**config.mk**
```make
export PLATFORM = sky130hd
export DESIGN_NAME = boid_frame_sequencer
export DESIGN_NICKNAME = d
export VERILOG_FILES = /design/src/rtl/boid_frame_sequencer.sv
export SDC_FILE = /design/constraint.sdc
export NUM_CORES = 1
export LEC_CHECK = 0
export ABC_AREA = 0
export CAP_MARGIN = 20
export CORE_ASPECT_RATIO = 0.75
export CORE_MARGIN = 3
export CORE_UTILIZATION = 30
export DETAILED_ROUTE_END_ITERATION = 12
export GPL_TIMING_DRIVEN = 0
export PLACE_DENSITY = 0.7
export RECOVER_POWER = 50
export SLEW_MARGIN = 25
export SYNTH_ARGS = -nofsm -noshare
export SYNTH_HDL_FRONTEND = slang
export SYNTH_SLANG_ARGS = --single-unit
```
**constraint.sdc**
```tcl
create_clock -name clock -period 2.7 [get_ports clock]
set_input_delay 0.54 -clock clock [delete_from_list [all_inputs] [get_ports clock]]
set_output_delay 0.54 -clock clock [all_outputs]
set_load 0.05 [all_outputs]
```
**src/rtl/boid_frame_sequencer.sv**
```systemverilog
// Frame sequencer for a boid renderer: clears/swaps the display buffer, then sweeps every boid
// once and turns on-screen, enabled boids into framebuffer pixel writes.
module boid_frame_sequencer #(
  parameter int unsigned NUM_BOIDS = 64,
  parameter int unsigned SCREEN_W  = 640,
  parameter int unsigned SCREEN_H  = 480,
  parameter int unsigned X_W       = 10,
  parameter int unsigned Y_W       = 9,
  parameter int unsigned ADDR_W    = 19,
  parameter int unsigned IDX_W     = $clog2(NUM_BOIDS)
) (
  input  logic                 clock,
  input  logic                 reset,
  input  logic                 refresh,
  input  logic [NUM_BOIDS-1:0] boid_mask,
  input  logic [X_W-1:0]       boid_x,
  input  logic [Y_W-1:0]       boid_y,
  output logic [IDX_W-1:0]     boid_idx,
  output logic                 fb_we,
  output logic [ADDR_W-1:0]    fb_addr,
  output logic                 fb_clear,
  output logic                 buf_sel,
  output logic                 busy,
  output logic                 done,
  output logic [15:0]          clip_count,
  output logic [7:0]           drop_count
);

  typedef enum logic [1:0] {StIdle, StClear, StSweep, StFlush} state_e;

  state_e             state_q, state_d;
  logic [IDX_W-1:0]   idx_q, idx_d;
  logic               we_q, we_d;
  logic [ADDR_W-1:0]  addr_q, addr_d;
  logic               buf_q, buf_d;
  logic               pending_q, pending_d;
  logic [15:0]        acc_q, acc_d;
  logic [15:0]        clip_q, clip_d;
  logic [7:0]         drop_q, drop_d;

  logic               last_idx;
  logic               in_view;
  logic               enabled;
  logic [31:0]        addr_full;
  logic               unused_addr_hi;

  // Full-width address first; only the low ADDR_W bits reach the framebuffer.
  assign addr_full      = 32'(boid_x) + SCREEN_W * 32'(boid_y);
  assign unused_addr_hi = ^addr_full[31:ADDR_W];

  assign last_idx = (idx_q == IDX_W'(NUM_BOIDS - 1));
  assign in_view  = (32'(boid_x) < SCREEN_W) && (32'(boid_y) < SCREEN_H);
  assign enabled  = boid_mask[idx_q];

  always_comb begin
    state_d   = state_q;
    idx_d     = '0;
    we_d      = 1'b0;
    addr_d    = addr_q;
    buf_d     = buf_q;
    pending_d = pending_q;
    acc_d     = acc_q;
    clip_d    = clip_q;
    drop_d    = drop_q;

    case (state_q)
      StIdle:  if (refresh || pending_q) state_d = StClear;
      StClear: state_d = StSweep;
      StSweep: if (last_idx) state_d = StFlush;
      StFlush: state_d = pending_q ? StClear : StIdle;
      default: state_d = StIdle;
    endcase

    if (state_q == StSweep) begin
      if (!last_idx) idx_d = idx_q + IDX_W'(1);
      if (enabled && in_view) begin
        we_d   = 1'b1;
        addr_d = addr_full[ADDR_W-1:0];
      end else if (enabled && acc_q != 16'hFFFF) begin
        acc_d = acc_q + 16'd1;
      end
    end

    if (state_q == StFlush) begin
      clip_d = acc_q;
      acc_d  = '0;
    end

    // One request may queue behind a running sweep; any further ones are counted as dropped.
    if (refresh) begin
      if (pending_q) begin
        if (drop_q != 8'hFF) drop_d = drop_q + 8'd1;
      end else if (state_q != StIdle) begin
        pending_d = 1'b1;
      end
    end

    if (state_d == StClear) begin
      pending_d = 1'b0;
      buf_d     = ~buf_q;
    end
  end

  always_ff @(posedge clock) begin
    if (reset) begin
      state_q   <= StIdle;
      idx_q     <= '0;
      we_q      <= 1'b0;
      addr_q    <= '0;
      buf_q     <= 1'b0;
      pending_q <= 1'b0;
      acc_q     <= '0;
      clip_q    <= '0;
      drop_q    <= '0;
    end else begin
      state_q   <= state_d;
      idx_q     <= idx_d;
      we_q      <= we_d;
      addr_q    <= addr_d;
      buf_q     <= buf_d;
      pending_q <= pending_d;
      acc_q     <= acc_d;
      clip_q    <= clip_d;
      drop_q    <= drop_d;
    end
  end

  assign boid_idx   = idx_q;
  assign fb_we      = we_q;
  assign fb_addr    = addr_q;
  assign fb_clear   = (state_q == StClear);
  assign buf_sel    = buf_q;
  assign busy       = (state_q != StIdle);
  assign done       = (state_q == StFlush);
  assign clip_count = clip_q;
  assign drop_count = drop_q;

endmodule

```
# After elaboration in Yosys (flattened, before gate mapping)

Index checks and enable logic that the tools add are counted.

Bitwise logic cells: 3
Multiplexer cells: 9
Add/subtract/negate cells: 4
Multiply operators: 1
Eq/ne operators: 7
Reductions and logical operators: 13
Magnitude comparators: 3

Operators with widths:

| cell                    | count |
|---|---|
| $add A10 B19 Y19        | 1 |
| $add A16 B1 Y16 const B | 1 |
| $ne A16 B16 Y1 const B  | 1 |
| $mul A3 B9 Y12 const A  | 1 |
| $lt A10 B10 Y1 const B  | 1 |
| $lt A9 B9 Y1 const B    | 1 |
| $add A8 B1 Y8 const B   | 1 |
| $ne A8 B8 Y1 const B    | 1 |
| $pmux W2 S4             | 1 |
| $lt A6 B7 Y1 const B    | 1 |
| $add A6 B1 Y6 const B   | 1 |
| $bmux W1 S6             | 1 |
| $eq A6 B6 Y1 const B    | 1 |
| $reduce_and A3 Y1       | 2 |
| $reduce_or A2 Y1        | 3 |
| $mux W1                 | 5 |
| $eq A2 B1 Y1 const B    | 2 |
| $eq A2 B2 Y1 const B    | 2 |
| $mux W2                 | 2 |
| $logic_and A1 B1 Y1     | 3 |
| $not A1 Y1              | 3 |
| $reduce_or A3 Y1        | 1 |
| $logic_not A2 Y1        | 1 |
| $reduce_and A2 Y1       | 1 |
| other kinds (2)         | 2 |

Input port bits: 86
Logic and storage cells: 49
Flip-flop bits (word level): 70
Output and inout port bits: 54

# Logic depth before layout (Yosys ltp)

Depth in word-level cells: 5
Mapped depth: 11
Depth with buffers taken out: 10

# Worst setup path before layout

OpenSTA, ideal clock, no wires.

Kind: reg2reg
From: reg idx_q[0], in the netlist boid_idx[0]
To: reg acc_q[10]
Setup time: 0.070 ns
Cell stages (with the launch flop): 11
Arrival time: 2.875 ns
Period minus slack after synthesis: 2.946 ns
Slack: -0.246 ns
Path buffers: 3
Data required time: 2.630 ns
Path through: dfxtp_1 buf_6 mux4_1 mux4_2 o22a_1 nand3_2 a211o_2 buf_6 buf_4 o21ai_0 a21oi_1

Word-level cells in the longest chain between the ends: 5
Elaborated cells between the ends (all ways): 6
Those cells by class: mux (2); bitwise (1); reduce/logical (3)

RTL lines:

| element                           | line | text |
|---|---|---|
| start: declaration                | 32   | `logic [IDX_W-1:0] idx_q, idx_d;` |
| start signal: assignment          | 117  | `idx_q <= idx_d;` |
| $bmux W1 S6 (*)                   | 53   | `assign enabled = boid_mask[idx_q];` |
| $mux W1 (not written as such) (*) | 53   |  |
| $logic_and A1 B1 Y1               | 76   | `if (enabled && in_view) begin` |
| $not A1 Y1 (no line)              | n/a  |  |
| $reduce_and A3 Y1 (no line) (*)   | n/a  |  |
| end signal: assignment            | 112  | `acc_q <= '0;` |
| end signal: assignment            | 122  | `acc_q <= acc_d;` |
| end: declaration                  | 37   | `logic [15:0] acc_q, acc_d;` |

Every way passes the cells marked *; elsewhere a longest branch is shown, timed or not. The select of a mux whose other input is x is not followed.
A chain may end at the register's enable or synchronous reset.

# Final worst setup path

From: in boid_mask[34]
To: reg acc_q[14]

Word-level cells in the longest chain between the ends: 5
Elaborated cells between the ends (all ways): 6
Those cells by class: mux (2); bitwise (1); reduce/logical (3)

RTL lines:

| element                           | line | text |
|---|---|---|
| start: declaration                | 15   | `input logic [NUM_BOIDS-1:0] boid_mask,` |
| $bmux W1 S6 (*)                   | 53   |  |
| $mux W1 (not written as such) (*) | 53   |  |
| $logic_and A1 B1 Y1               | 76   |  |
| $not A1 Y1 (no line)              | n/a  |  |
| $reduce_and A3 Y1 (no line) (*)   | n/a  |  |

Marks and branches as above.

==> impl_metrics.yaml <==
cts:
  cts.reportedPaths.clkPinSlew_ns: 0.06
  htreeDepth: 3
  clock_sinks: 70
  clk_path_buf_depth: 2
  clockRootBuffer: "clkbuf_16"
  clock_latency_ns: 0.33
  cts_hold_buffers: 0
  cts_tree: "built"
  cts_buffers: 9
worst_setup_path:
  crit_top_cell: "mux4_2"
  end_kind: "flop"
  r2r-start: "boid_idx[0]$_SDFF_PP0_"
  timing.rr.end: "acc_q[9]$_SDFFE_PP0P_"
  cp-start-kind: "input port"
  crit_slowest_cell: "mux4_2"
  cp.required_ns: 2.95
  rr_worst_depth: 11
  critPathMaxFanout: 7
  worstSetupPathType: "in -> reg"
  slowest_delay_ns: 0.48
  path_cells: "clkdlybuf4s50_1 > mux4_2 > mux4_2 > o22a_1 > nand3_2 > a211o_4 > buf_8 > clkbuf_16 > o21ai_2 > a21oi_1"
  ff2ff_setup_slack_ns: 0.02
  arrival_ns: 2.95
finish:
  nets: 705
  area_growth_pct: 62.2
  diodes: 0
  drive_gt1_frac: 0.211
  layout_common_cells: "80 x clkdlybuf4s50_1, 67 x dfxtp_1, 51 x nor2_1"
  finalCoreUtilization: 0.505
  final_common_cell: "clkdlybuf4s50_1"
routing:
  dr.pass1.iters: 6
  ant_nets: 0
  first_iter_violations: 194
  wl_per_cell_um: 16.3
  wirelength_um: 12500
  vias_per_cell: 5.10
  drc_errors: 0
  dr_total_vias: 3909
sta:
  period_minus_slack_ns: 2.70
  tns_ns: 0
  drv_slew: 0
  hold_violations: 0
  relSlewSlack: 0.501
  fin_skew_ns: 0.00869
  rsz0062_at_grt: "true"
  fmax_mhz: 371
  setup_violations: 0
  fin_hold_ws_ns: 0.486
  worst_pin_slew_ns: 0.748
  finalCritPeriodShare: 0.999
pwr:
  pwr-share-seq: 0.305
  power_switching_uw: 1140
  switching_share: 0.305
  combPwrFrac: 0.341
  p_int_uw: 2600
  powerDensity_nw_per_um2: 564
  irDropWorstVdd_mv: 0.421
  p_leak_uw: 0.00259
  power.share.clock: 0.354
placement:
  gp_congestion: 0.876
  dp_hpwl_um: 9250
  io_buffers: 139
synth:
  synth_cell_types: 54
  seq_area_frac_synth: 0.342
  synthMuxAreaShare: 0.184
  async_reset_ff_frac: 0
  synthXorXnorAreaFrac: 0.0513
  syn-cell-area_um2: 4100
  synth_fp_nets: 536
  synth_compound_area_frac: 0.126
  syn_area_per_cell_um2: 9.68
  synth_seq_cells: 70
  synthAdderAreaFrac: 0.0861
  synthCells: 423
  synth_edf_count: 0
  synthFlopType: "dfxtp_1"
  synth-simple-area-share: 0.168
  ys_warn_count: 0
  synth_top_family_by_area: "multiplexers"
floorplanning:
  fp.coreArea_um2: 13200
  start_util: 0.311
  num_rows: 36
  dieArea_um2: 15100
  io_pins: 140
  die_w_um: 141
  die_y_um: 107
worst_hold_path:
  hold_end: "clip_count[3]$_SDFFE_PP0P_"
  min_path_cells: 2
  hp-class: "reg -> reg"
  hold_start: "clip_count[3]$_SDFFE_PP0P_"
global_routing:
  grt.overflow.total: 0
  antenna_found_initial: 0
  track_usage: 0.155
  grt_max_degree: 13
  grt_pass1_vias: 3828
  grt_pass1_wl_um: 19000
outcome:
  outcome: "completed"
job:
  maxCapViolations: 0
## metrics by stage
step / setup slack [ns] / cell area (um2) / power [uW] / cells
floorplan: 0.0215 / 4110 / 1880 / 423
global placement: -0.613 / 5710 / 2220 / 733
detailed placement: -0.702 / 5710 / 2240 / 733
CTS: -0.00138 / 6190 / 3630 / 754
global route: -0.0859 / 6650 / 3920 / 767
finish: 0.00207 / 6650 / 3750 / 767
## layout make-up
| cell class | count | area, um2 |
|---|---|---|
| sequential | 70 | 1410 |
| clock buffer | 11 | 264 |
| clock inverter | 4 | 77.6 |
| timing repair buffer | 160 | 1670 |
| tap | 171 | 214 |
| buffer | 20 | 161 |
| fill | 1191 | 6510 |
| multi-input combinational | 321 | 2810 |
| inverter | 10 | 37.5 |
## worst max-delay path by stage
stage	startpoint	end	slack [ns]
after CTS	boid_mask[38]	acc_q[8]$_SDFFE_PP0P_	-0.001
after detailed placement	boid_y[1]	fb_addr[17]$_SDFFE_PP0P_	-0.70
after floorplan	boid_y[1]	fb_addr[17]$_SDFFE_PP0P_	0.02
final	boid_mask[34]	acc_q[14]$_SDFFE_PP0P_	0.002
after global placement	boid_y[1]	fb_addr[17]$_SDFFE_PP0P_	-0.61
after global routing	boid_idx[0]$_SDFF_PP0_	acc_q[13]$_SDFFE_PP0P_	-0.09
## state kept, by name, indices dropped and copies added, names as in the netlist
name	count
fb_we	1
drop_count	8
clip_count	16
boid_idx	6
fb_addr	19
pending_q	1
state_q	2
acc_q	16
buf_sel	1
## power groups by stage
stage	clock [uW]	combinational [uW]	sequential (uW)
after CTS	1350	1140	1140
final	1330	1280	1140
after global placement	0	1060	1160
after floorplan	0	608	1270
after detailed placement	0	1080	1160
after global routing	1390	1380	1150
## kinds of logic (layout without fill, tap and decap cells)
family,Yosys count,in the layout
adders and majority gates,27,27
and+or+nand+nor,139,139
xor gates and xnor gates,24,24
muxes,53,53
AOI/OAI and AO/OA,78,78
buffers and inverters,32,205
DFF,70,70
## Yosys cell counts, types with 2 or more instances
cell type | number | area (um2)
a211oi_1 | 10 | 75.1
a21oi_1 | 21 | 105
a22oi_1 | 3 | 22.5
and2_1 | 6 | 37.5
and3_1 | 4 | 25.0
and4_1 | 2 | 17.5
buf_1 | 4 | 15.0
buf_2 | 4 | 20.0
buf_4 | 2 | 15.0
buf_6 | 3 | 33.8
clkbuf_1 | 8 | 30.0
dfxtp_1 | 70 | 1400
fa_1 | 2 | 40.0
ha_1 | 25 | 313
inv_1 | 10 | 37.5
mux2_2 | 4 | 45.0
mux2i_1 | 34 | 340
mux4_1 | 11 | 289
mux4_2 | 3 | 67.6
nand2_1 | 12 | 45.0
nand2b_1 | 2 | 12.5
nand3_1 | 15 | 75.1
nand4_1 | 11 | 68.8
nor2_1 | 56 | 210
nor2b_1 | 5 | 31.3
nor3_1 | 4 | 20.0
o211ai_1 | 2 | 15.0
o21ai_0 | 19 | 95.1
o21bai_1 | 4 | 30.0
o31ai_1 | 4 | 30.0
or2_2 | 3 | 18.8
or3_1 | 13 | 81.3
or4_1 | 4 | 30.0
xnor2_1 | 10 | 87.6
xor2_1 | 14 | 123
## critical path: cells and delay by family
| family | cells | cell delay, ns |
|---|---|---|
| and+or+nand+nor | 1 | 0.12 |
| muxes | 2 | 0.94 |
| AOI/OAI and AO/OA | 4 | 0.65 |
| buffers and inverters | 3 | 0.70 |
## repair_timing
item                       CTS  global route
gates cloned                 1             4
setup endpoints to repair   31            35
gates resized for setup     30            99
pin swaps                   15            44
setup buffers                7            10
## per-layer routing
| layer | global-route usage | part of all wire | vias up |
|---|---|---|---|
| met5 | 0 | 0 | - |
| met4 | 0.0394 | 0.0051 | 0 |
| met3 | 0.0508 | 0.075 | 9 |
| met2 | 0.249 | 0.48 | 127 |
| met1 | 0.202 | 0.44 | 1880 |
| li1 | - | - | 1893 |
No activity file was read; power rests on OpenSTA's default activity.
